## config.mk

```make
export PLATFORM = sky130hd
export DESIGN_NAME = seq_sub_abs_32bit
export DESIGN_NICKNAME = d
export VERILOG_FILES = /design/src/rtl/seq_sub_abs_32bit.sv
export SDC_FILE = /design/constraint.sdc
export NUM_CORES = 1
export LEC_CHECK = 0
export BUFFER_PORTS_ARGS = -buffer_cell sky130_fd_sc_hd__buf_2
export CAP_MARGIN = 20
export CORE_MARGIN = 2
export CORE_UTILIZATION = 40
export CTS_CLUSTER_SIZE = 10
export DETAILED_ROUTE_END_ITERATION = 8
export SLEW_MARGIN = 10
export SYNTH_ARGS = -nofsm -noshare
export SYNTH_HDL_FRONTEND = slang
export SYNTH_SLANG_ARGS = --single-unit
```

## constraint.sdc

```tcl
create_clock -name clk -period 11.7 [get_ports clk]
set_input_delay 1.17 -clock clk [delete_from_list [all_inputs] [get_ports clk]]
set_output_delay 1.17 -clock clk [all_outputs]
set_load 0.01 [all_outputs]
```

## src/rtl/seq_sub_abs_32bit.sv

```systemverilog
// Multi-cycle subtractor: computes A - B one CHUNK-bit slice per clock, then,
// when the true signed result is negative, a second sliced pass that turns
// diff into its magnitude. A start/done handshake frames each operation.
// WIDTH must be an exact multiple of CHUNK.
module seq_sub_abs_32bit #(
    parameter int WIDTH = 32,
    parameter int CHUNK = 8
) (
    input  logic             clk,
    input  logic             rst_n,
    input  logic             start,
    input  logic [WIDTH-1:0] A,
    input  logic [WIDTH-1:0] B,
    output logic             busy,
    output logic             done,
    output logic [WIDTH-1:0] diff,
    output logic             borrow,
    output logic             ovf,
    output logic             zero,
    output logic             neg,
    output logic [WIDTH-1:0] mag
);

    localparam int NSLICE = WIDTH / CHUNK;
    localparam int KW     = (NSLICE > 1) ? $clog2(NSLICE) : 1;
    localparam logic [KW-1:0] LAST = KW'(NSLICE - 1);

    typedef enum logic [1:0] {
        IDLE,
        SUB,
        ABS,
        DONE
    } state_t;

    state_t           state;
    state_t           state_nxt;
    logic [WIDTH-1:0] a_q;
    logic [WIDTH-1:0] b_q;
    logic [KW-1:0]    k;
    logic             carry;

    int               base;
    logic [CHUNK:0]   sub_sum;
    logic [CHUNK:0]   abs_sum;
    logic [WIDTH-1:0] diff_nxt;
    logic             ovf_nxt;
    logic             neg_nxt;
    logic             last;

    // Slice adders for both passes plus the flags seen on the final SUB slice.
    // NOTE: every always_comb output gets a default first so no path leaves it
    // unassigned; otherwise synthesis infers a latch.
    always_comb begin
        base     = int'(k) * CHUNK;
        sub_sum  = {1'b0, a_q[base +: CHUNK]} + {1'b0, ~b_q[base +: CHUNK]}
                 + {{CHUNK{1'b0}}, carry};
        abs_sum  = {1'b0, ~diff[base +: CHUNK]} + {{CHUNK{1'b0}}, carry};
        diff_nxt = diff;
        diff_nxt[base +: CHUNK] = sub_sum[CHUNK-1:0];
        ovf_nxt  = (a_q[WIDTH-1] != b_q[WIDTH-1]) && (diff_nxt[WIDTH-1] != a_q[WIDTH-1]);
        neg_nxt  = diff_nxt[WIDTH-1] ^ ovf_nxt;
        last     = (k == LAST);
    end

    // State register.
    // NOTE: sequential state uses non-blocking assignments so every register
    // samples pre-edge values, independent of statement order.
    always_ff @(posedge clk or negedge rst_n) begin
        if (!rst_n) state <= IDLE;
        else        state <= state_nxt;
    end

    // Next-state logic: SUB branches to ABS only for a negative true result.
    always_comb begin
        state_nxt = state;
        unique case (state)
            IDLE: if (start) state_nxt = SUB;
            SUB:  if (last)  state_nxt = neg_nxt ? ABS : DONE;
            ABS:  if (last)  state_nxt = DONE;
            DONE:            state_nxt = IDLE;
            default:         state_nxt = IDLE;
        endcase
    end

    // Datapath: operand capture, slice-by-slice subtract, then magnitude pass.
    always_ff @(posedge clk or negedge rst_n) begin
        if (!rst_n) begin
            a_q    <= '0;
            b_q    <= '0;
            k      <= '0;
            carry  <= 1'b0;
            diff   <= '0;
            borrow <= 1'b0;
            ovf    <= 1'b0;
            zero   <= 1'b0;
            neg    <= 1'b0;
            mag    <= '0;
        end else begin
            unique case (state)
                IDLE: begin
                    if (start) begin
                        a_q   <= A;
                        b_q   <= B;
                        k     <= '0;
                        carry <= 1'b1;  // A + ~B + 1
                    end
                end
                SUB: begin
                    diff  <= diff_nxt;
                    carry <= sub_sum[CHUNK];
                    k     <= k + KW'(1);
                    if (last) begin
                        borrow <= ~sub_sum[CHUNK];
                        ovf    <= ovf_nxt;
                        zero   <= (diff_nxt == '0);
                        neg    <= neg_nxt;
                        k      <= '0;
                        if (neg_nxt) carry <= 1'b1;  // -diff = ~diff + 1
                        else         mag   <= diff_nxt;
                    end
                end
                ABS: begin
                    mag[base +: CHUNK] <= abs_sum[CHUNK-1:0];
                    carry <= abs_sum[CHUNK];
                    k     <= last ? '0 : k + KW'(1);
                end
                DONE: begin
                end
                default: begin
                end
            endcase
        end
    end

    // Handshake outputs decode directly from the state.
    assign busy = (state == SUB) || (state == ABS);
    assign done = (state == DONE);

endmodule

```

==> results.json, run 1 <==
{
  "synth_enable_flop_cells": 0,
  "die_area_sq_um": 19900,
  "tritoncts": "yes",
  "synth.avg_cell_area_sq_um": 11.6,
  "die_h_um": 141,
  "pin_count": 137,
  "async_flop_share_pct": 100,
  "crit_top_cell": "fa_1",
  "postRouteAntennaNets": 0,
  "final_layout_size_suffix_gt1_share_pct": 40.1,
  "synth_flop_cell": "dfrtp_1",
  "cts.htree.levels": 4,
  "grt-ovfl-total": 0,
  "rsz0062_at_grt": "no",
  "crit_path_max_fanout": 36,
  "cts.clk_slew.worst_paths_ns": 0.06,
  "hpwl_um": 16200,
  "synth.distinct_cells": 67,
  "synth_warnings": 0,
  "clock-sinks": 137,
  "grt_pass1_wl_um": 34500,
  "hold_class": "flop to flop",
  "post_synth_instance_area_sq_um": 7500,
  "relSlewSlack_pct": 33.9,
  "antenna_found_initial": 0,
  "avgRoutedWirePerCell_um": 21.7,
  "core_sq_um": 18600,
  "path_buf_inv": 2,
  "hold_path.startpoint": "ovf$_DFFE_PN0P_",
  "worstMarginPinSlew_ns": 0.986,
  "final.period_utilization_pct": 36.2,
  "initial_core_util_pct": 40.4,
  "synth_nets": 733,
  "area_growth_pct": 19.3,
  "hold_viol_final": 0,
  "yosysSeqAreaShare_pct": 45.7,
  "maxSlewViolCount": 0,
  "grt_pass1_vias": 5992,
  "die_width_um": 141,
  "hold_buffers": 0,
  "cp.arrival_ns": 4.58,
  "cts_setup_buffers": 0,
  "first_pass_iters": 5,
  "cp_top_family": "adder cells",
  "fin_crit_ns": 4.24,
  "num_vias": 5903,
  "drc_errors": 0,
  "postSynthCellCount": 646,
  "setup-tns-final_ns": 0,
  "clk_path_buf_depth": 2,
  "drv_cap": 0,
  "max_freq_mhz": 236,
  "startpoint": "k[0]$_DFFE_PN0P_",
  "crit_slowest_cell": "mux4_2",
  "worstReg2RegStart": "k[0]$_DFFE_PN0P_",
  "crit_chain": "buf_4, mux4_2, fa_1, inv_1, fa_1, a41oi_1, o2111ai_1, or4_1, or3_1, o31ai_2",
  "num_antenna_cells": 0,
  "cts_root_buffer": "clkbuf_16",
  "status": "finished, final reports clean",
  "gp_congestion": 0.924,
  "startpoint_type": "flop",
  "cts_buffers": 17,
  "setup_violations": 0,
  "routed_wl_um": 22100,
  "cp.required_ns": 12.05,
  "fin_skew_ns": 0.0134,
  "fin_util_pct": 48.2,
  "critPathKind": "flop to flop",
  "fin_nets": 858,
  "end_kind": "flop",
  "grt_usage_pct": 22.8,
  "vias_per_cell": 5.80,
  "clock_latency_ns": 0.43,
  "grt_max_degree": 75,
  "synth_seq_cells": 137,
  "rows": 50,
  "drt_iter0_markers": 463,
  "cts_resized": 0,
  "max_stage_delay_ns": 0.61,
  "io_buffers": 136
}
per-stage QoR:
stage	cells	hold WS (ns)	setup slack, ns	cell area [sq um]
after detailed placement	986	0.473	7.47	8370
after global routing	1017	0.505	7.22	8950
after CTS	1017	0.488	7.46	8950
after global placement	986	0.471	7.55	8370
after floorplan	646	0.474	7.31	7500
final	1017	0.481	7.46	8950
placed cells by master (no fill, tap or decap), types with 3 or more instances in the layout:
master      netlist  routed
clkbuf_16         0      17
a221oi_1          3       3
nand2b_1          3       3
a2bb2oi_1         3       3
a41oi_1           4       4
o221ai_1          3       3
nor2_2            3       3
buf_4             0       7
ha_1             18      18
mux4_2           24      24
clkinvlp_4        0       5
dfrtp_1         137     136
o22ai_1          14      14
a21o_1            3       3
mux2i_1           5       5
o31ai_1           3       3
clkinv_2          0       3
o21ai_0          49      49
nand3_1          14      14
nor2_1           23      23
nor2b_1          21      21
nor4_1            3       3
o32a_1            3       3
a22oi_1           3       3
inv_1            25      25
o2111ai_1         5       5
a22o_1            3       3
a32o_1            7       7
mux2_2           98      98
buf_2             7     135
nand2_1          52      51
xnor2_1           5       5
nor3_1            5       5
a21oi_1          27      27
xor2_1            5       5
registers in the layout, indices dropped and copies added (netlist names), 2 cells and up:
signal  flops
state       2
k           2
a_q        32
diff       32
mag        32
b_q        32
cells by family after synthesis:
family                   share of synthesized area (%)
multiplexers                                      22.6
AO/OA/AOI/OAI                                     13.0
adder cells (fa/ha/maj)                           3.67
buffers and inverters                             3.84
XOR/XNOR                                          1.82
flip-flops                                        45.7
AND/OR/NAND/NOR                                   9.44
synthesized netlist by cell type (4+ instances only):
| library cell | number | area (sq um) |
|---|---|---|
| mux2_2 | 98 | 1100 |
| nor2b_1 | 21 | 131 |
| nand2_1 | 52 | 195 |
| a32o_1 | 7 | 70.1 |
| buf_2 | 7 | 35.0 |
| dfrtp_1 | 137 | 3430 |
| mux2i_1 | 5 | 50.1 |
| buf_1 | 5 | 18.8 |
| nand3_1 | 14 | 70.1 |
| nor2_1 | 23 | 86.3 |
| o21ai_0 | 49 | 245 |
| mux4_2 | 24 | 541 |
| o22ai_1 | 14 | 87.6 |
| nor3_1 | 5 | 25.0 |
| o2111ai_1 | 5 | 43.8 |
| xor2_1 | 5 | 43.8 |
| clkbuf_1 | 21 | 78.8 |
| ha_1 | 18 | 225 |
| inv_1 | 25 | 93.8 |
| a41oi_1 | 4 | 35.0 |
| xnor2_1 | 5 | 43.8 |
| a21oi_1 | 27 | 135 |
worst paths after layout:
kind                                            end  slack (ns)  cells after the start
min in group asynchronous       mag[26]$_DFFE_PN0P_        0.72                      1
worst min register to register      ovf$_DFFE_PN0P_        0.48                      2
worst max-delay path               zero$_DFFE_PN0P_        7.46                     10
worst min-delay path                ovf$_DFFE_PN0P_        0.48                      2
worst max register to register     zero$_DFFE_PN0P_        7.46                     10
max in group asynchronous          k[0]$_DFFE_PN0P_        9.57                      2
per-layer routing:
layer	GRT usage (%)	share of wire, %	wire (um)	vias up
li1	-	-	-	2638
met1	30.3	43	9450	2939
met2	36.7	47	10400	279
met3	5.20	7.0	1540	47
met4	8.16	2.9	633	0
met5	0	0	0	-
worst min-delay path: stages (launching register included):
cell and delay [ns]:
dfrtp_1 0.34, nand2_1 0.04, o21ai_0 0.06
area by class of cell:
cell class                      instances  area (sq um)
Fill cell                            1723          9630
Inverter                               26           105
Tap cell                              234           293
Multi-Input combinational cell        446          3800
Clock buffer                           20           457
Sequential cell                       137          3430
Timing Repair Buffer                  143           739
Clock inverter                         11           121
Power of run 1 is left out: the tool's default activity adds up to more than one toggle a clock period on the data nets, which glitch-free logic cannot reach.
==> inputs of run 2 (changes only) <==
--- a/config.mk
+++ b/config.mk
@@ -5,6 +5,7 @@
 export SDC_FILE = /design/constraint.sdc
 export NUM_CORES = 1
 export LEC_CHECK = 0
+export ABC_AREA = 1
 export BUFFER_PORTS_ARGS = -buffer_cell sky130_fd_sc_hd__buf_2
 export CAP_MARGIN = 20
 export CORE_MARGIN = 2
==> constraint.sdc (replaced) <==
create_clock -name clk -period 3.45 [get_ports clk]
set_input_delay 0.345 -clock clk [delete_from_list [all_inputs] [get_ports clk]]
set_output_delay 0.345 -clock clk [all_outputs]
set_load 0.01 [all_outputs]
==> results.json, run 2 <==
{
  "status": "complete, but fails checks",
  "violations": "negative hold slack",
  "die_width_um": 142,
  "internal_power_w": 0.00571,
  "async_flop_share_pct": 100,
  "synth_warnings": 0,
  "startpoint_type": "flop",
  "whs_ns": -0.0382,
  "final.period_utilization_pct": 93.5,
  "tritoncts": "yes",
  "synth_top_area_cell": "dfrtp_1",
  "die_h_um": 142,
  "ir_drop_mv": 0.526,
  "clock-sinks": 137,
  "avgRoutedWirePerCell_um": 17.2,
  "crit_slowest_cell": "dfrtp_2",
  "grt_pass1_wl_um": 35300,
  "synth_nets": 1007,
  "num_antenna_cells": 0,
  "placed_cells": 1269,
  "initial_core_util_pct": 40.6,
  "synth.avg_cell_area_sq_um": 8.22,
  "gp_congestion": 0.932,
  "crit_chain": "inv_2, buf_4, ha_1, clkinv_1, nor3_4, inv_1, nor2_1, inv_1, o32ai_1, nand3_1, nand2_1",
  "area_growth_pct": 21.4,
  "cts_buffers": 17,
  "cts.htree.levels": 4,
  "pin_count": 137,
  "first_pass_iters": 5,
  "routed_wl_um": 22400,
  "fillCellCount": 1871,
  "end_kind": "flop",
  "core_sq_um": 18600,
  "clkPwrFrac_pct": 16.8,
  "synth.distinct_cells": 33,
  "cp_top_family": "buffers and inverters",
  "multiInputGateArea_sq_um": 3720,
  "finalNonFillerCells": 1303,
  "leakage_nw": 4.64,
  "grt_usage_pct": 22.8,
  "clk_path_buf_depth": 2,
  "cp.arrival_ns": 3.58,
  "grt-ovfl-total": 0,
  "crit_path_max_fanout": 24,
  "grt_max_degree": 91,
  "synth_area_leaders": "dfrtp_1 45%, nand2_1 13%, mux2_2 9.4%, nand3_1 5.3%, o21ai_0 4.4%",
  "path_buf_inv": 5,
  "yosysMostFrequentCell": "nand2_1",
  "synth_seq_cells": 137,
  "pre_cts_ws_ns": 0.219,
  "synthTopCellsByCount": "270 x nand2_1, 137 x dfrtp_1, 80 x nand3_1",
  "critPathKind": "flop to flop",
  "rows": 50,
  "drv_cap": 0,
  "postRouteAntennaNets": 0,
  "relSlewSlack_pct": 42.2,
  "worstMarginPinSlew_ns": 0.867,
  "final_layout_size_suffix_gt1_share_pct": 25.5,
  "max_stage_delay_ns": 0.42,
  "cts.clk_slew.worst_paths_ns": 0.06,
  "setup-tns-final_ns": 0,
  "grt_pass1_vias": 6636,
  "fin_skew_ns": 0.00730,
  "swShare_pct": 47.9,
  "clock_latency_ns": 0.43,
  "max_freq_mhz": 310,
  "postSynthCellCount": 920,
  "final_cell_mix": "268 x nand2_1, 136 x dfrtp_1, 135 x buf_2",
  "p_comb_share_pct": 57.7,
  "synth_enable_flop_cells": 0,
  "fin_nets": 1144,
  "setup_violations": 0,
  "die_area_sq_um": 20000,
  "p_seq_share_pct": 25.5,
  "drc_errors": 0,
  "final_common_cell": "nand2_1",
  "yosys.area.top_type_share_pct": 45.3,
  "hold_viol_final": 19,
  "crit_top_cell": "inv_1",
  "num_vias": 6884,
  "vias_per_cell": 5.28,
  "rsz0062_at_grt": "no",
  "cts_root_buffer": "clkbuf_16",
  "post_synth_instance_area_sq_um": 7570,
  "cp.required_ns": 3.81,
  "cellPowerDensity_nw_per_um2": 1190,
  "fin_crit_ns": 3.22,
  "antenna_found_initial": 0,
  "maxSlewViolCount": 0,
  "switchingPower_w": 0.00525,
  "fin_util_pct": 49.3,
  "seqCellArea_sq_um": 3430,
  "io_buffers": 136,
  "synth_flop_cell": "dfrtp_1",
  "fin_ws_ns": 0.226,
  "hpwl_um": 16500,
  "hold_class": "input pin to asynchronous set/reset pin",
  "yosysSeqAreaShare_pct": 45.3,
  "drt_iter0_markers": 651
}
-- run 2: changes by cell type after synthesis, sizes merged, moves of 7 or more --
| cell | delta |
|---|---|
| nand2 | +224 |
| a31oi | +7 |
| nand3 | +65 |
| inv | +40 |
| mux2 | -35 |
| nand4 | +13 |
| nor2b | -21 |
| nor2 | +44 |
| o21ai | +19 |
| o22ai | +12 |
| mux4 | -24 |
-- run 2: through the flow --
step | instance area, sq um | total power (W)
2_1_floorplan | 7570 | 0.00695
3_3_place_gp | 8560 | 0.00894
3_5_place_dp | 8560 | 0.00899
4_1_cts | 9150 | 0.0109
5_1_grt | 9190 | 0.0119
6_report | 9190 | 0.0110
-- run 2: area by class of cell --
| cell class | count | area share, % |
|---|---|---|
| Clock buffer | 17 | 4.63 |
| Clock inverter | 14 | 1.73 |
| Inverter | 68 | 2.78 |
| Multi-Input combinational cell | 674 | 40.5 |
| Sequential cell | 137 | 37.3 |
| Tap cell | 234 | 3.19 |
| Timing Repair Buffer | 159 | 9.90 |
-- run 2: kinds of logic after synthesis --
kind of cell	count (synthesis)	share of synthesized area, %
flops	137	45.3
fa+ha+maj	20	3.51
mux	63	9.38
simple gates	444	24.3
xor+xnor	7	0.810
buf+inv	111	6.05
compound gates	138	10.6
-- run 2: metal layers --
layer  part of all wire [%]  routed length, um  up-vias  track usage, %
met2                     47              10500      268            37.1
met5                      0                  0        -               0
met3                    5.8               1300       46            4.32
met4                    3.2                711        0            8.74
met1                     44               9890     3203            30.2
li1                       -                  -     3367               -
-- run 2: final timing paths --
check                                         start                    to  slack, ns  cells past startpoint
worst max register to register     k[0]$_DFFE_PN0P_   mag[16]$_DFFE_PN0P_       0.23                     11
max in group asynchronous                     rst_n  diff[31]$_DFFE_PN0P_       2.76                      2
worst min register to register  mag[13]$_DFFE_PN0P_   mag[13]$_DFFE_PN0P_       0.47                      2
worst min-delay path                          rst_n    mag[5]$_DFFE_PN0P_      -0.04                      1
worst max-delay path               k[0]$_DFFE_PN0P_   mag[16]$_DFFE_PN0P_       0.23                     11
min in group clk                              A[22]   a_q[22]$_DFFE_PN0P_       0.14                      2
-- run 2: power groups by stage --
stage | Combinational [W] | Sequential [W] | Clock, W
2_1_floorplan | 0.00417 | 0.00278 | 0
5_1_grt | 0.00703 | 0.00288 | 0.00195
3_5_place_dp | 0.00617 | 0.00282 | 0
6_report | 0.00633 | 0.00279 | 0.00184
3_3_place_gp | 0.00612 | 0.00282 | 0
4_1_cts | 0.00620 | 0.00280 | 0.00187
-- run 2: what timing repair did --
action,CTS,global route
setup endpoints to repair,0,33
hold buffers,0,0
buffers inserted,0,1
resized for setup,0,3
Power figures use the tool's default switching activity.
